## src/rtl/sorted_insert_writer.sv

```systemverilog
// Inserts values one at a time into an external synchronous RAM, keeping
// mem[0..count-1] sorted ascending by shifting larger entries up one slot.
module sorted_insert_writer #(
  parameter int DATA_W = 8,
  parameter int ADDR_W = 5
) (
  input  logic              clk,
  input  logic              reset,
  input  logic              in_valid,
  input  logic [DATA_W-1:0] in_data,
  output logic              in_ready,
  input  logic              clear,
  output logic [ADDR_W-1:0] mem_addr,
  output logic [DATA_W-1:0] mem_wdata,
  output logic              mem_we,
  input  logic [DATA_W-1:0] mem_rdata,
  output logic [ADDR_W:0]   count,
  output logic              full,
  output logic              insert_done
);
  localparam int DEPTH = 2 ** ADDR_W;

  localparam logic [2:0] S_IDLE  = 3'd0;
  localparam logic [2:0] S_READ  = 3'd1;
  localparam logic [2:0] S_CMP   = 3'd2;
  localparam logic [2:0] S_SHIFT = 3'd3;
  localparam logic [2:0] S_PLACE = 3'd4;

  logic [2:0]        state_q, state_d;
  logic [ADDR_W-1:0] i_q, i_d, i_m1;
  logic [DATA_W-1:0] value_q, value_d;
  logic [DATA_W-1:0] rd_q, rd_d;
  logic [ADDR_W:0]   count_q, count_d;

  assign i_m1     = i_q - 1'b1;
  assign count    = count_q;
  assign full     = (count_q == (ADDR_W+1)'(DEPTH));
  assign in_ready = (state_q == S_IDLE) && !full && !clear;

  always_comb begin
    state_d     = state_q;
    i_d         = i_q;
    value_d     = value_q;
    rd_d        = rd_q;
    count_d     = count_q;
    mem_addr    = '0;
    mem_wdata   = '0;
    mem_we      = 1'b0;
    insert_done = 1'b0;
    case (state_q)
      S_IDLE: begin
        // clear takes priority; in_ready is already low while it is asserted
        if (clear) begin
          count_d = '0;
        end else if (in_valid && in_ready) begin
          value_d = in_data;
          i_d     = count_q[ADDR_W-1:0];
          state_d = (count_q == '0) ? S_PLACE : S_READ;
        end
      end
      S_READ: begin
        mem_addr = i_m1;
        state_d  = S_CMP;
      end
      S_CMP: begin
        rd_d    = mem_rdata;
        // strict compare keeps equal values in arrival order
        state_d = (mem_rdata > value_q) ? S_SHIFT : S_PLACE;
      end
      S_SHIFT: begin
        mem_addr  = i_q;
        mem_wdata = rd_q;
        mem_we    = 1'b1;
        i_d       = i_m1;
        state_d   = (i_m1 == '0) ? S_PLACE : S_READ;
      end
      S_PLACE: begin
        mem_addr    = i_q;
        mem_wdata   = value_q;
        mem_we      = 1'b1;
        insert_done = 1'b1;
        count_d     = count_q + 1'b1;
        state_d     = S_IDLE;
      end
      default: state_d = S_IDLE;
    endcase
  end

  always_ff @(posedge clk or negedge reset) begin
    if (!reset) begin
      state_q <= S_IDLE;
      i_q     <= '0;
      value_q <= '0;
      rd_q    <= '0;
      count_q <= '0;
    end else begin
      state_q <= state_d;
      i_q     <= i_d;
      value_q <= value_d;
      rd_q    <= rd_d;
      count_q <= count_d;
    end
  end
endmodule

```

## config.mk

```make
export PLATFORM = sky130hd
export DESIGN_NAME = sorted_insert_writer
export DESIGN_NICKNAME = d
export VERILOG_FILES = /design/src/rtl/sorted_insert_writer.sv
export SDC_FILE = /design/constraint.sdc
export NUM_CORES = 1
export LEC_CHECK = 0
export ABC_AREA = 1
export BUFFER_PORTS_ARGS = -buffer_cell sky130_fd_sc_hd__buf_2
export CAP_MARGIN = 20
export CORE_AREA = 2 2 61 63
export CTS_CLUSTER_DIAMETER = 100
export DETAILED_ROUTE_END_ITERATION = 8
export DIE_AREA = 0 0 63 65
export GPL_TIMING_DRIVEN = 0
export PLACE_DENSITY = 0.83
export SYNTH_ARGS = -nofsm -noshare
export SYNTH_HDL_FRONTEND = slang
export SYNTH_SLANG_ARGS = --single-unit
```

## constraint.sdc

```tcl
create_clock -name clk -period 3.4 [get_ports clk]
set_input_delay 0.34 -clock clk [delete_from_list [all_inputs] [get_ports clk]]
set_output_delay 0.34 -clock clk [all_outputs]
set_load 0.03 [all_outputs]
```

==> results of run 1 <==
## cells in the mapped netlist
master                      n
sky130_fd_sc_hd__a21o_1     1
sky130_fd_sc_hd__a21oi_2    7
sky130_fd_sc_hd__xor2_1     1
sky130_fd_sc_hd__a21oi_1    6
sky130_fd_sc_hd__clkinv_1   1
sky130_fd_sc_hd__o22ai_1    5
sky130_fd_sc_hd__nor2_1    17
sky130_fd_sc_hd__a22o_1     1
sky130_fd_sc_hd__buf_2      1
sky130_fd_sc_hd__nand3_4    1
sky130_fd_sc_hd__o21ai_2    1
sky130_fd_sc_hd__inv_2      1
sky130_fd_sc_hd__nor2_4     1
sky130_fd_sc_hd__a21boi_0   1
sky130_fd_sc_hd__nor2_2     3
sky130_fd_sc_hd__o211ai_1   4
sky130_fd_sc_hd__nor3_1     3
sky130_fd_sc_hd__nand2_2    1
sky130_fd_sc_hd__o21ai_0   20
sky130_fd_sc_hd__nand2_4    1
sky130_fd_sc_hd__dfrtp_1   30
sky130_fd_sc_hd__nor4_1     1
sky130_fd_sc_hd__buf_6      2
sky130_fd_sc_hd__nand4_1    1
sky130_fd_sc_hd__ha_1      12
sky130_fd_sc_hd__nand3_1    6
sky130_fd_sc_hd__nand3_2    2
sky130_fd_sc_hd__inv_1     33
sky130_fd_sc_hd__nand2_1   72
## worst paths after layout
kind,from,to,cells past startpoint
max,state_q[2]$_DFFE_PN0P_,mem_wdata[3],7
min,reset,i_q[3]$_DFFE_PN0P_,1
max reg2reg,count[1]$_DFFE_PN0P_,i_q[2]$_DFFE_PN0P_,9
min reg2reg,rd_q[1]$_DFFE_PN0N_,rd_q[1]$_DFFE_PN0N_,2
max in group asynchronous,reset,count[5]$_DFFE_PN0P_,1
min in group clk,mem_rdata[4],rd_q[4]$_DFFE_PN0N_,3
## routing by layer
metal,vias to the layer above,routed length [µm]
met5,-,0
met4,0,53
li1,856,-
met3,6,191
met1,775,1850
met2,47,2080
## final cells by class
class | count | area (µm²)
sequential | 30 | 751
timing repair buffer | 42 | 210
inverter | 35 | 131
clock buffer | 6 | 51.3
multi-input combinational | 168 | 921
buffer | 3 | 27.5
fill | 341 | 1340
tap | 48 | 60.1
## registers in the layout, summed over array words and instances, names as in the netlist
register  count
state_q       3
count         6
rd_q          8
i_q           5
value_q       8
## cells by family after synthesis
group / count (synthesis) / synth area share [%]
AND/OR/NAND/NOR: 109 / 26.0
buffers and inverters: 38 / 8.68
XOR/XNOR: 1 / 0.479
adder cells (fa/ha/maj): 12 / 8.20
AO/OA/AOI/OAI: 46 / 15.6
flip-flops: 30 / 41.0
## through the flow
step | setup slack [ns] | power [mW]
final | 1.19 | 1.70
after global routing | 1.09 | 1.85
after CTS | 1.20 | 1.71
after detailed placement | 1.59 | 1.49
after global placement | 1.63 | 1.46
after floorplan | 1.12 | 1.25
## where the power goes
part	total (mW)	switching (mW)	internal (mW)
clock	0.217	0.124	0.0931
combinational	0.908	0.613	0.295
sequential	0.575	0.0894	0.485
==> results list, run 1 <==
* Root buffer selected by CTS: sky130_fd_sc_hd__clkbuf_4
- Most prevalent standard cell on the critical path: sky130_fd_sc_hd__inv_1
* Dominant cell type by area after synthesis: sky130_fd_sc_hd__dfrtp_1
* Number of remaining DRC errors: 0
* Vias per inst: 5.07
- The initial utilization of the core area, before any placement, comes to 52.4%.
* Endpoint arrival time on the critical path: 1.87 ns
- Total Nets Final: 317
- Met3 track utilization from global routing: 4.69%
* Number of routed nets with antenna violations: 0
- The clock tree synthesis step divided the H-tree into 2 levels.
* Type of the most critical hold path: input pin to async pin
- The floorplan step defined a die boundary enclosing 4100 µm².
- Die Wd: 63 µm
- Global route overflow: 0
* Layout cell share with drive strength beyond 1: 24.3%
- Total wire length after detailed routing: 4.17 mm
- The critical path is of the flip-flop to output pin type.
- The largest single stage delay on the critical path is 0.42 ns.
- The number of global-route vias before repair was 1593.
- Clock latency on the worst-skew pair: 0.33 ns
* Final Instance Count excl. Fillers: 332
* Initial antenna violation count: 0
- The clock drives 30 sinks.
- Hold violation total from the final report: 0
- The congestion estimate from routability-driven global placement came to 0.926.
- After global routing, the most crowded layer is met2.
* Antenna diodes: 0
* Most frequent standard cell in the layout excluding fill and tap cells: sky130_fd_sc_hd__nand2_1
- Cell types occupying the most area after synthesis: sky130_fd_sc_hd__dfrtp_1, sky130_fd_sc_hd__nand2_1, sky130_fd_sc_hd__ha_1
* Reg clk slew, reported paths: 0.09 ns
* Quantity of hold-fixing buffers added after cts: 0
* Post-CTS setup repair buffer count: 0
- Maximum number of pins on one net before global-route repair: 31
- Number of placed instances with taps included: 326
- Result of the run: finished clean
- Pin slew with the least headroom to its limit: 0.667 ns
- The first TritonRoute pass finished after 4 iterations.
- Via count: 1684
- Across the run, the number of max-cap violations was 0.
- Core region area: 3500 µm²
- Fraction of met2 tracks used by global routing: 38.7%
- The mapped netlist covers 1830 µm².
- The first global-routing pass estimated 6.90 mm of wire.
- The worst setup path is captured at an output pin.
- Cell chain of the critical path: inv_1 -> nand3_2 -> inv_1 -> buf_6 -> nand2_1 -> o21ai_0 -> buf_2
- Gates resized, CTS repair: 0
- Final routed wire length divided by cell count: 12.6 µm
- Data on the critical path is required at its endpoint by 3.06 ns.
- Hold slack final: 0.0290 ns
- The routed design could run at a clock period as short as 2.21 ns.
* Instance area at placement: 2100 µm²
* Initial detailed-routing violation count: 140
* Detail Placement HPWL: 3.10 mm
* Crit-path max FO: 10
- In this run the deepest clock path goes through 2 buffers.
- The slowest stage of the critical path belongs to the cell sky130_fd_sc_hd__dfrtp_1.
- Number of instances in the synthesized netlist: 236
* Post-synth top area share: 41.0%
* Total I/O pin count: 43
- Together, buffers and inverters on the worst path number 4.
* Slack of the worst reg-to-reg path: 1.77 ns
- Peak ir drop on the vdd network: 0.000365 V
- Row generation in the floorplan step produced 22 rows.
- Across every metal layer, demand over resource in global routing totals 22.0%.
- Setup repair after global routing missed its margin: false
- The worst setup path is launched from a flip-flop.
- Yosys printed 0 warnings.
- The analysis attributes to cell leakage a power of 1.19 nW.
- Accumulated negative setup slack: 0 ns
* Y dimension of the die: 65 µm
* Worst clock skew: 0.00507 ns
- The kind of cell with the highest combined delay along the critical path is buffers and inverters.
- Post-Synthesis Mean Instance Area: 7.76 µm²
- Share of the yosys chip area belonging to registers: 41.0%
- Slew HR: 55.5%
* Final slew viol count: 0
- Timing would allow up to 453 MHz.
- Synthesis inferred 30 register bits.
- In this run, CTS created clock tree buffers numbering 5.
* Utilization after layout: 61.6%
- Net count after synthesis: 268
* Global-route track usage on met1: 26.2%
- Power spread over the standard cell area amounts to 790 nW/µm².
* CTS tree: done
* Design Area, Final: 2150 µm²
* Post-route clock period utilization: 65.0%
- Input and output buffers added on the ports amount to 42.
* Post-synthesis cell type count: 29
- Commonest cells after routing, fill and taps aside: sky130_fd_sc_hd__nand2_1, sky130_fd_sc_hd__buf_2, sky130_fd_sc_hd__inv_1
* Number of endpoints failing setup at the final stage: 0
- Post-synthesis to final-layout area growth: 17.6%
No activity file was read; power rests on OpenSTA's default activity.
==> inputs of run 2 (changes only) <==
- CORE_AREA: 2 2 61 63 -> 2 2 65 67
- DIE_AREA: 0 0 63 65 -> 0 0 67 69
- PLACE_DENSITY: 0.83 -> 0.78
- clock period: 3.4 -> 1.8 ns (I/O delays scaled with it)
==> results list, run 2 (synthesis gave the netlist of run 1 again) <==
- Result of the run: finished clean
- The cell count after placement was 328 (+0.61%).
- The maximum buffer depth of the clock tree is 2 (unchanged).
- Number of port buffers: 42 (unchanged)
- The max-slew violation count is 0 (unchanged).
- The switching portion of total power was 45.4% (-3.3 points).
- Final weighted congestion of routability-driven global placement: 0.780 (-16%)
- The arrival time reported for the critical path endpoint was 1.55 ns (-0.32 ns).
* Final routed wire length divided by cell count: 13.0 µm (+3.9%)
- The worst hold path belongs to the class input pin to flip-flop.
* Hold slack final: 0.115 ns (+0.0860 ns)
- Proportion of power drawn by the clock network: 17.6% (+4.8 points)
- The detailed-router iteration count before antenna repair is 4 (unchanged).
- The area of the placeable core was 3910 µm² (+12%).
- The floorplan die width is 67 µm (+6.3%).
- H-tree Lvls: 2 (unchanged)
- The number of sinks handled by clock tree synthesis is 30 (unchanged).
- Post-route clock period utilization: 96.3%
* Switching Power: 1.68 mW (+100%)
* Internal power: 2.02 mW (+130%)
- The net total in the final layout was 326 (+2.8%).
* Initial detailed-routing violation count: 66 (-53%)
- Worst clock skew: 0.00241 ns (-0.00266 ns)
- Most frequent standard cell in the layout excluding fill and tap cells: sky130_fd_sc_hd__nand2_1
- Root buffer selected by CTS: sky130_fd_sc_hd__clkbuf_8
- In the layout the commonest cells are sky130_fd_sc_hd__nand2_1, sky130_fd_sc_hd__buf_2, sky130_fd_sc_hd__dfrtp_1.
- Total I/O pin count: 43 (unchanged)
* Peak ir drop on the vdd network: 0.000793 V (+120%)
- Achievable frequency: 577 MHz
* Slew HR: 54.9% (-0.68 points)
- Post-layout minimum cycle time: 1.73 ns
- Clock latency on the worst-skew pair: 0.28 ns (-0.05 ns)
- The half-perimeter wire length after detailed placement was 3.13 mm (+0.88%).
- Initial antenna violation count: 0 (unchanged)
- Global route overflow: 0 (unchanged)
- The final standard cell count with taps included and fillers excluded is 345 (+3.9%).
- Filler Cell Count: 371 (+8.8%)
- Number of cell rows: 23 (+4.5%)
- The global-route total usage across every layer is 21.2% (-0.78 points).
- STA classifies the critical path startpoint as a flip-flop.
* Via count: 1755 (+4.2%)
- Tot Pwr: 3.69 mW (+120%)
- The via-per-instance ratio came to 5.09 (+0.29%).
- Layout cell share with drive strength beyond 1: 32.9% (+8.6 points)
- The total of max-cap violations was 0 (unchanged).
- The y dimension of the die came to 69 µm (+6.2%).
* Reg clk slew, reported paths: 0.07 ns (-0.02 ns)
- Power density normalized to cell area: 1560 nW/µm² (+98%)
- Die area: 4620 µm² (+13%)
* Number of remaining DRC errors: 0 (unchanged)
- Number of endpoints failing setup at the final stage: 0 (unchanged)
- Worst setup path class: flip-flop to output pin
- TritonCTS built the clock tree.
* Crit-path max FO: 5 (-5)
* Via count of the first global-routing pass: 1660 (+4.2%)
- Pin slew with the least headroom to its limit: 0.677 ns (+0.0102 ns)
* Storage cell area: 754 µm² (+0.50%)
- Area occupied by multi-input gates: 966 µm² (+4.9%)
- The largest net degree at the start of global routing was 31 (unchanged).
- Hold violation total from the final report: 0 (unchanged)
- Initial Util: 46.8% (-5.6 points)
- The first-pass GRT wire length is 7.56 mm (+9.5%).
- Antenna diodes: 0 (unchanged)
- Relative contribution of combinational cells to total power: 53.1% (-0.3 points)
* Total CTS buffers: 5 (unchanged)
* Post-synthesis to final-layout area growth: 29.3%
* Utilization after layout: 60.5% (-1.1 points)
- Slack of the worst reg-to-reg path: 0.24 ns (-1.53 ns)
- Share of total power in sequential cells: 29.3% (-4.5 points)
- Total wire length after detailed routing: 4.50 mm (+8.0%)
- The residual antenna-violating net count after detailed routing is 0 (unchanged).
- The data required time of the critical path was 1.62 ns (-1.44 ns).
- The worst setup path is captured at an output pin.
* Leakage power summed over all cells: 1.25 nW (+5.7%)
* Accumulated negative setup slack: 0 ns (unchanged)
[run 2: cell count changes in the layout (fill, tap and decap cells not counted), moves of 5 or more]
cell	change
sky130_fd_sc_hd__buf_4	+21
sky130_fd_sc_hd__buf_2	-13
sky130_fd_sc_hd__clkbuf_8	+7
sky130_fd_sc_hd__inv_1	-7
sky130_fd_sc_hd__inv_2	+6
sky130_fd_sc_hd__clkbuf_4	-5
sky130_fd_sc_hd__o21ai_0	-5
sky130_fd_sc_hd__o21ai_1	+5
[run 2: worst max-delay path, cell delays in order, from the launching register on]
cell	delay [ns]
sky130_fd_sc_hd__dfrtp_1	0.39
sky130_fd_sc_hd__buf_4	0.15
sky130_fd_sc_hd__nor3_2	0.22
sky130_fd_sc_hd__inv_2	0.10
sky130_fd_sc_hd__o21ai_0	0.20
sky130_fd_sc_hd__buf_4	0.20
[run 2: through the flow]
stage	instance area [µm²]	worst slack, ns
3_5_place_dp	2110	0.102
5_1_grt	2370	-0.00862
4_1_cts	2250	0.00870
2_1_floorplan	1840	-0.0655
6_report	2370	0.0671
3_3_place_gp	2110	0.176
[run 2: power by group through the flow]
stage | Clock, mW | Sequential, mW | Combinational [mW]
after global routing | 0.692 | 1.11 | 2.21
after global placement | 0 | 1.08 | 1.68
after floorplan | 0 | 1.09 | 1.27
after detailed placement | 0 | 1.09 | 1.73
after CTS | 0.653 | 1.08 | 1.80
final | 0.649 | 1.08 | 1.96
[run 2: layout make-up]
| type | count | share of cell area (%) |
|---|---|---|
| Multi-Input combinational cell | 168 | 40.8 |
| Sequential cell | 30 | 31.9 |
| Timing Repair Buffer | 51 | 13.1 |
| Inverter | 35 | 5.66 |
| Clock buffer | 8 | 4.65 |
| Tap cell | 50 | 2.64 |
| Buffer | 3 | 1.27 |
[run 2: path summary, 6_finish.rpt]
path                                           to              startpoint  cells past startpoint
max in group asynchronous  state_q[0]$_DFFE_PN0P_                   reset                      2
min in group asynchronous      i_q[0]$_DFFE_PN0P_                   reset                      2
min reg2reg                   rd_q[5]$_DFFE_PN0N_     rd_q[5]$_DFFE_PN0N_                      2
min                           rd_q[5]$_DFFE_PN0N_            mem_rdata[5]                      3
max reg2reg                    i_q[3]$_DFFE_PN0P_    count[0]$_DFFE_PN0P_                      9
max                                   mem_addr[0]  state_q[2]$_DFFE_PN0P_                      5
[run 2: what timing repair did]
| item | in CTS | in global routing |
|---|---|---|
| setup endpoints to repair | 13 | 15 |
| setup buffers | 1 | 7 |
| pin swaps | 0 | 3 |
| endpoints found under the hold margin | 30 | 0 |
| gates resized for setup | 10 | 32 |
| hold buffers | 1 | 0 |
[run 2: per-layer routing]
metal	GRT usage [%]	vias up	wire [µm]
met5	0	-	0
met4	8.39	0	89
met3	5.22	9	186
met2	34.8	37	2290
met1	26.3	834	1940
li1	-	875	-
